[src/rtl/circuit2_pipe_pkg.sv]
// circuit2_pipe_pkg
//   Shared definitions for the circuit2_pipe datapath.
//   - NSTAGES : number of registered pipeline stages.
//   - sel_e   : mux-select encoding. Every datapath mux in this block follows
//               "sel ? second : first", so SEL_SECOND picks the second operand.
package circuit2_pipe_pkg;

    localparam int NSTAGES = 3;

    typedef enum logic {
        SEL_FIRST  = 1'b0,
        SEL_SECOND = 1'b1
    } sel_e;

endpackage

[src/rtl/circuit2_pipe_slice.sv]
// circuit2_pipe_slice
//   One valid/ready register slice. It holds its payload while stalled and
//   can accept new data on the same edge its current contents leave.
//   Ports:
//     i_clk, i_rst      : clock, asynchronous active-high reset
//     i_valid, o_ready  : upstream handshake
//     i_data            : upstream payload (WIDTH bits)
//     o_valid, i_ready  : downstream handshake
//     o_data            : registered payload (WIDTH bits)
module circuit2_pipe_slice #(
    parameter int WIDTH = 8
) (
    input  logic             i_clk,
    input  logic             i_rst,
    input  logic             i_valid,
    output logic             o_ready,
    input  logic [WIDTH-1:0] i_data,
    output logic             o_valid,
    input  logic             i_ready,
    output logic [WIDTH-1:0] o_data
);

    logic             r_valid;
    logic [WIDTH-1:0] r_data;

    // Empty, or the current word leaves on this edge.
    assign o_ready = !r_valid || i_ready;
    assign o_valid = r_valid;
    assign o_data  = r_data;

    always_ff @(posedge i_clk or posedge i_rst) begin
        if (i_rst) begin
            r_valid <= 1'b0;
            r_data  <= '0;
        end else if (o_ready) begin
            r_valid <= i_valid;
            if (i_valid) begin
                r_data <= i_data;
            end
        end
    end

endmodule

[src/rtl/circuit2_pipe.sv]
// circuit2_pipe
//   Three-stage pipelined x/z datapath over a stream of (a,b,c) triples.
//     stage 1: d = a+b, e = a+c, f = a-b            (modulo 2^DATAWIDTH)
//     stage 2: eq = (d==e), lt = (d<e)
//              g = eq ? e : d, h = lt ? f : g
//     stage 3: x = g << lt, z = h >> lt             (arith shr when SIGNED)
//   Ports:
//     Clk, Rst             : clock, asynchronous active-high reset
//     in_valid, in_ready   : operand handshake
//     a, b, c              : operands (DATAWIDTH bits)
//     out_valid, out_ready : result handshake
//     x, z                 : results (DATAWIDTH bits)
//     res_count            : results accepted by the consumer, wrapping
module circuit2_pipe
    import circuit2_pipe_pkg::*;
#(
    parameter int DATAWIDTH = 32,
    parameter bit SIGNED    = 1'b0,
    parameter int CNTWIDTH  = 16
) (
    input  logic                 Clk,
    input  logic                 Rst,
    input  logic                 in_valid,
    output logic                 in_ready,
    input  logic [DATAWIDTH-1:0] a,
    input  logic [DATAWIDTH-1:0] b,
    input  logic [DATAWIDTH-1:0] c,
    output logic                 out_valid,
    input  logic                 out_ready,
    output logic [DATAWIDTH-1:0] x,
    output logic [DATAWIDTH-1:0] z,
    output logic [CNTWIDTH-1:0]  res_count
);

    localparam int W = DATAWIDTH;

    // Arithmetic components.
    function automatic logic [W-1:0] add_w(input logic [W-1:0] p, input logic [W-1:0] q);
        return p + q;
    endfunction

    function automatic logic [W-1:0] sub_w(input logic [W-1:0] p, input logic [W-1:0] q);
        return p - q;
    endfunction

    function automatic logic comp_lt(input logic [W-1:0] p, input logic [W-1:0] q);
        logic r;
        if (SIGNED) begin
            r = $signed(p) < $signed(q);
        end else begin
            r = p < q;
        end
        return r;
    endfunction

    function automatic logic [W-1:0] shl1(input logic [W-1:0] v, input logic s);
        return s ? {v[W-2:0], 1'b0} : v;
    endfunction

    // Fill bit is built explicitly so no signed/unsigned context mixing can
    // silently turn an arithmetic shift into a logical one.
    function automatic logic [W-1:0] shr1(input logic [W-1:0] v, input logic s);
        logic fill;
        fill = SIGNED ? v[W-1] : 1'b0;
        return s ? {fill, v[W-1:1]} : v;
    endfunction

    // ready[k] is the ready seen by stage k+1's input; ready[NSTAGES] = consumer.
    logic [NSTAGES:0]   w_ready;
    logic [NSTAGES-1:0] w_valid;

    logic [3*W-1:0] w_s1_in,  w_s1_out;
    logic [2*W:0]   w_s2_in,  w_s2_out;
    logic [2*W-1:0] w_s3_in,  w_s3_out;

    logic [W-1:0] w_d, w_e, w_f;
    logic [W-1:0] w_g, w_h, w_g2, w_h2;
    logic         w_eq, w_lt, w_lt2;

    assign w_ready[NSTAGES] = out_ready;
    assign in_ready         = !Rst && w_ready[0];

    // ---- stage 1: sums and difference ----
    assign w_s1_in = {add_w(a, b), add_w(a, c), sub_w(a, b)};

    circuit2_pipe_slice #(.WIDTH(3*W)) u_s1 (
        .i_clk  (Clk),
        .i_rst  (Rst),
        .i_valid(in_valid),
        .o_ready(w_ready[0]),
        .i_data (w_s1_in),
        .o_valid(w_valid[0]),
        .i_ready(w_ready[1]),
        .o_data (w_s1_out)
    );

    // ---- stage 2: compare and select ----
    assign {w_d, w_e, w_f} = w_s1_out;
    assign w_eq = (w_d == w_e);
    assign w_lt = comp_lt(w_d, w_e);
    assign w_g  = (sel_e'(w_eq) == SEL_SECOND) ? w_e : w_d;
    assign w_h  = (sel_e'(w_lt) == SEL_SECOND) ? w_f : w_g;
    assign w_s2_in = {w_g, w_h, w_lt};

    circuit2_pipe_slice #(.WIDTH(2*W+1)) u_s2 (
        .i_clk  (Clk),
        .i_rst  (Rst),
        .i_valid(w_valid[0]),
        .o_ready(w_ready[1]),
        .i_data (w_s2_in),
        .o_valid(w_valid[1]),
        .i_ready(w_ready[2]),
        .o_data (w_s2_out)
    );

    // ---- stage 3: shifts ----
    assign {w_g2, w_h2, w_lt2} = w_s2_out;
    assign w_s3_in = {shl1(w_g2, w_lt2), shr1(w_h2, w_lt2)};

    circuit2_pipe_slice #(.WIDTH(2*W)) u_s3 (
        .i_clk  (Clk),
        .i_rst  (Rst),
        .i_valid(w_valid[1]),
        .o_ready(w_ready[2]),
        .i_data (w_s3_in),
        .o_valid(w_valid[2]),
        .i_ready(w_ready[3]),
        .o_data (w_s3_out)
    );

    assign out_valid = w_valid[2];
    assign {x, z}    = w_s3_out;

    // ---- result counter ----
    logic [CNTWIDTH-1:0] r_count;

    always_ff @(posedge Clk or posedge Rst) begin
        if (Rst) begin
            r_count <= '0;
        end else if (out_valid && out_ready) begin
            r_count <= r_count + 1'b1;
        end
    end

    assign res_count = r_count;

endmodule

[config.mk]
export PLATFORM = sky130hd
export DESIGN_NAME = circuit2_pipe
export DESIGN_NICKNAME = d
export VERILOG_FILES = /design/src/rtl/circuit2_pipe_pkg.sv /design/src/rtl/circuit2_pipe_slice.sv /design/src/rtl/circuit2_pipe.sv
export SDC_FILE = /design/constraint.sdc
export NUM_CORES = 1
export LEC_CHECK = 0
export BUFFER_PORTS_ARGS = -buffer_cell sky130_fd_sc_hd__buf_2
export CELL_PAD_IN_SITES_DETAIL_PLACEMENT = 1
export CELL_PAD_IN_SITES_GLOBAL_PLACEMENT = 1
export CORE_MARGIN = 2
export CORE_UTILIZATION = 49
export DETAILED_ROUTE_END_ITERATION = 8
export PLACE_DENSITY_LB_ADDON = 0.1
export SLEW_MARGIN = 25
export SYNTH_ARGS = -nofsm -noshare
export SYNTH_HDL_FRONTEND = slang
export SYNTH_SLANG_ARGS = --single-unit
[constraint.sdc]
create_clock -name Clk -period 11.4 [get_ports Clk]
set_clock_uncertainty 0.1 [all_clocks]
set_input_delay 0.57 -clock Clk [delete_from_list [all_inputs] [get_ports Clk]]
set_output_delay 0.57 -clock Clk [all_outputs]
set_load 0.02 [all_outputs]
==> flow_summary_export.csv <==
group,metric,value,unit
synth,seq_area_frac_synth,39.5,%
global_route,grt_max_degree,126,
floorplanning,io_pins,182,
route,ant_nets,0,
cts,postCtsSetupBuffers,0,
global_route,overflow,0,
cts,post_cts_resized,0,
placement,hpwl,31.6,mm
synth,synthCells,1740,
synth,synth_xor_area_share,5.52,%
cts,cts_sinks,243,
synth,syn-num-nets,1969,
route,vias_per_cell,5.58,
global_route,grt_use_met1,40.6,%
cts,clock_path_buffers,3,
timing,period_share,31.2,%
power_and_ir_drop,ir_drop,0.0948,mV
cts,cts_made_buffers,26,
synth,ys_ff_latch,243,
synth,synthAdderAreaFrac,10.6,%
critical_path,cp-end-kind,"register",
route,vias,12790,
critical_path,r2r-start,"u_s1.o_data[94]",
route,wl_per_cell,18.3,µm
cts,clk_pin_slew,0.06,ns
power_and_ir_drop,totalPowerFinal,3.57,mW
global_route,busiest_layer,"met1",
finish,syn2layout_area_growth,13.7,%
finish,drive_gt1_share,15.7,%
synth,syn_area,15400,µm²
route,routed_wl,41.9,mm
cts,cts_htree_levels,1,
timing,rsz0062_at_grt,"no",
synth,synth.avg_cell_area,8.84,µm²
global_route,grtUsageMet2,38.8,%
synth,yosys.area_share.simple,13.4,%
route,drc_errors,0,
placement,port_buffers,181,
flow_run,max-cap-violations,0,
hold_path,hp-class,"input port to asynchronous set/reset pin",
finish,nFillCells,3634,
timing,max_freq,0.281,GHz
timing,worst_slew_pin_slew,0.936,ns
critical_path,cp.required,11.69,ns
floorplanning,die_h,181,µm
timing,finalSetupViolations,0,
route,firstDrtPassIters,4,
placement,preCtsSetupSlack,7.28,ns
floorplanning,die-width,181,µm
global_route,grt_antenna_before_repair,2,
synth,synth_ff_type,"dfrtp_1",
route,drt_iter0_markers,652,
synth,synth-compound-area-share,19.6,%
floorplanning,die_area,32800,µm²
critical_path,ff2ff_path_depth,10,
timing,slew-limit-headroom,37.6,%
critical_path,crit_fanout,4,
synth,synth_edf_count,0,
floorplanning,rows,64,
critical_path,rrSetupSlack,8.23,ns
cts,cts_tree,"done",
critical_path,cp-start-kind,"input port",
cts,clock_latency,0.53,ns
finish,fin_util,56.9,%
timing,setup_slack,7.84,ns
global_route,first_global_vias,12909,
cts,cts-root-buf,"clkbuf_16",
global_route,gr-usage-met3,2.14,%
timing,slew_viol_final,0,
power_and_ir_drop,p_leak,8.42,nW
timing,hold_viol_final,0,
global_route,grt_first_pass_wirelength,69.1,mm
synth,synth.distinct_cells,71,
floorplanning,coreArea,30700,µm²
critical_path,arrival,3.85,ns
placement,gp_congestion,0.866,
synth,synth_top_family_by_area,"compound AO/OA/AOI/OAI gates",
power_and_ir_drop,powerDensity,204,nW/µm²
timing,final.min_clock_period,3.56,ns
global_route,grtUsageTotal,25.6,%
finish,nets,2104,
synth,muxShareOfSynthArea,6.84,%
critical_path,reg2reg_to,"u_s2.o_data[1]",
critical_path,crit_type,"input port to register",
status,status,"finished, final reports clean",
floorplanning,start_util,50.0,%
synth,yosys_warnings,0,
synth,async_flop_share,100,%
cts,postCtsHoldBufs,0,
timing,setup_tns,0,ns
==> cell usage after synthesis (all sizes together), types with 4 or more instances <==
cell type / number / area [µm²]
nor2b: 10 / 62.6
xor2: 31 / 272
nor3: 18 / 90.1
and3: 7 / 45.1
o211ai: 9 / 72.6
a211o: 4 / 35.0
a31oi: 9 / 71.3
nand3: 20 / 100
or3: 6 / 42.5
o22ai: 4 / 25.0
xnor2: 66 / 578
ha: 126 / 1580
nor4: 5 / 31.3
buf: 14 / 70.1
o21a: 7 / 52.6
nand4: 13 / 81.3
nand2b: 13 / 81.3
o31ai: 14 / 143
o311ai: 4 / 50.1
a21oi: 148 / 748
dfrtp: 243 / 6080
a21o: 35 / 263
o21ai: 215 / 1080
inv: 97 / 364
mux2: 33 / 372
clkbuf: 70 / 263
nand2: 237 / 890
nor2: 136 / 510
a211oi: 8 / 65.1
or2: 6 / 37.5
mux2i: 68 / 681
o21bai: 26 / 195
==> state kept, by name, indices dropped and copies added, names as in the netlist <==
signal / cells
u_s1.o_data: 95
u_s2.o_data: 65
u_s3.o_data: 64
res_count: 16
u_s1.o_valid: 1
u_s2.o_valid: 1
u_s3.o_valid: 1
==> metal layers <==
layer,vias to the layer above,wire (µm)
met5,-,13
met4,2,343
met3,28,1740
met2,266,18000
met1,6180,21800
li1,6314,-
==> worst max-delay path by stage <==
| stage | startpoint | end | slack (ns) |
|---|---|---|---|
| finish | a[0] | u_s1.o_data[58] | 7.84 |
| global route | a[0] | u_s1.o_data[58] | 7.53 |
| CTS | a[0] | u_s1.o_data[58] | 7.84 |
| detailed placement | a[0] | u_s1.o_data[58] | 7.28 |
| global placement | a[0] | u_s1.o_data[58] | 7.49 |
| floorplan | Rst | res_count[0] | 4.06 |
==> final cells by class <==
| cell class | instances | area, µm² | share of cell area, % |
|---|---|---|---|
| sequential | 243 | 6080 | 34.8 |
| clock buffer | 39 | 791 | 4.52 |
| timing repair buffer | 191 | 1010 | 5.79 |
| multi-input combinational | 1316 | 8650 | 49.5 |
| clock inverter | 8 | 78.8 | 0.451 |
| inverter | 97 | 372 | 2.12 |
| tap | 396 | 495 | 2.83 |
| antenna | 1 | 2.50 | 0.0143 |
==> report_power, final <==
group	leakage (nW)	switching [mW]	internal [mW]	total [mW]
clock network	0.416	0.342	0.501	0.844
logic	5.02	0.808	0.531	1.34
registers	2.99	0.240	1.15	1.39
total	8.42	1.39	2.18	3.57
==> through the flow <==
stage / hold WS, ns / instances / area (µm²)
2_1_floorplan: 0.349 / 1740 / 15400
3_3_place_gp: 0.355 / 2241 / 16600
3_5_place_dp: 0.369 / 2241 / 16600
4_1_cts: 0.171 / 2288 / 17400
5_1_grt: 0.180 / 2290 / 17500
6_report: 0.135 / 2291 / 17500
==> kinds of logic (layout without fill, tap and decap cells) <==
logic type	after synthesis	count (layout)
simple gates	482	482
other cells	0	1
buf+inv	181	335
fa+ha+maj	129	129
xor+xnor	97	97
mux	101	101
flops	243	243
compound gates	507	507
==> critical path, cell delays in order <==
cell and delay, ns:
buf_2 0.12, ha_1 0.26, fa_1 0.42, a21o_1 0.22, a221oi_1 0.47, o21ai_1 0.24
a21oi_1 0.31, o21bai_1 0.21, a31oi_1 0.30, o31ai_1 0.17, a221o_1 0.36, xnor2_1 0.14
o21ai_1 0.07
==> cells in the final DEF, fill, tap and decap left out, types with 4 or more instances in the layout <==
cell / instances
dfrtp_1: 242
nand2_1: 234
buf_2: 181
o21ai_0: 179
a21oi_1: 146
nor2_1: 136
ha_1: 126
inv_1: 92
mux2i_1: 68
xnor2_1: 66
a21o_1: 35
o21ai_1: 35
mux2_2: 32
xor2_1: 31
clkbuf_16: 27
o21bai_1: 26
nand3_1: 20
nor3_1: 18
nand4_1: 13
nand2b_1: 12
nor2b_1: 10
o31ai_1: 10
o211ai_1: 8
a31oi_1: 8
buf_4: 8
o21a_1: 7
a211oi_1: 7
clkbuf_8: 7
and3_1: 6
or2_2: 6
nor4_1: 5
or3_1: 5
clkbuf_1: 5
inv_2: 4
o22ai_1: 4
a211o_1: 4
clkinvlp_4: 4
Note: power is estimated with default switching activity, not from simulation.
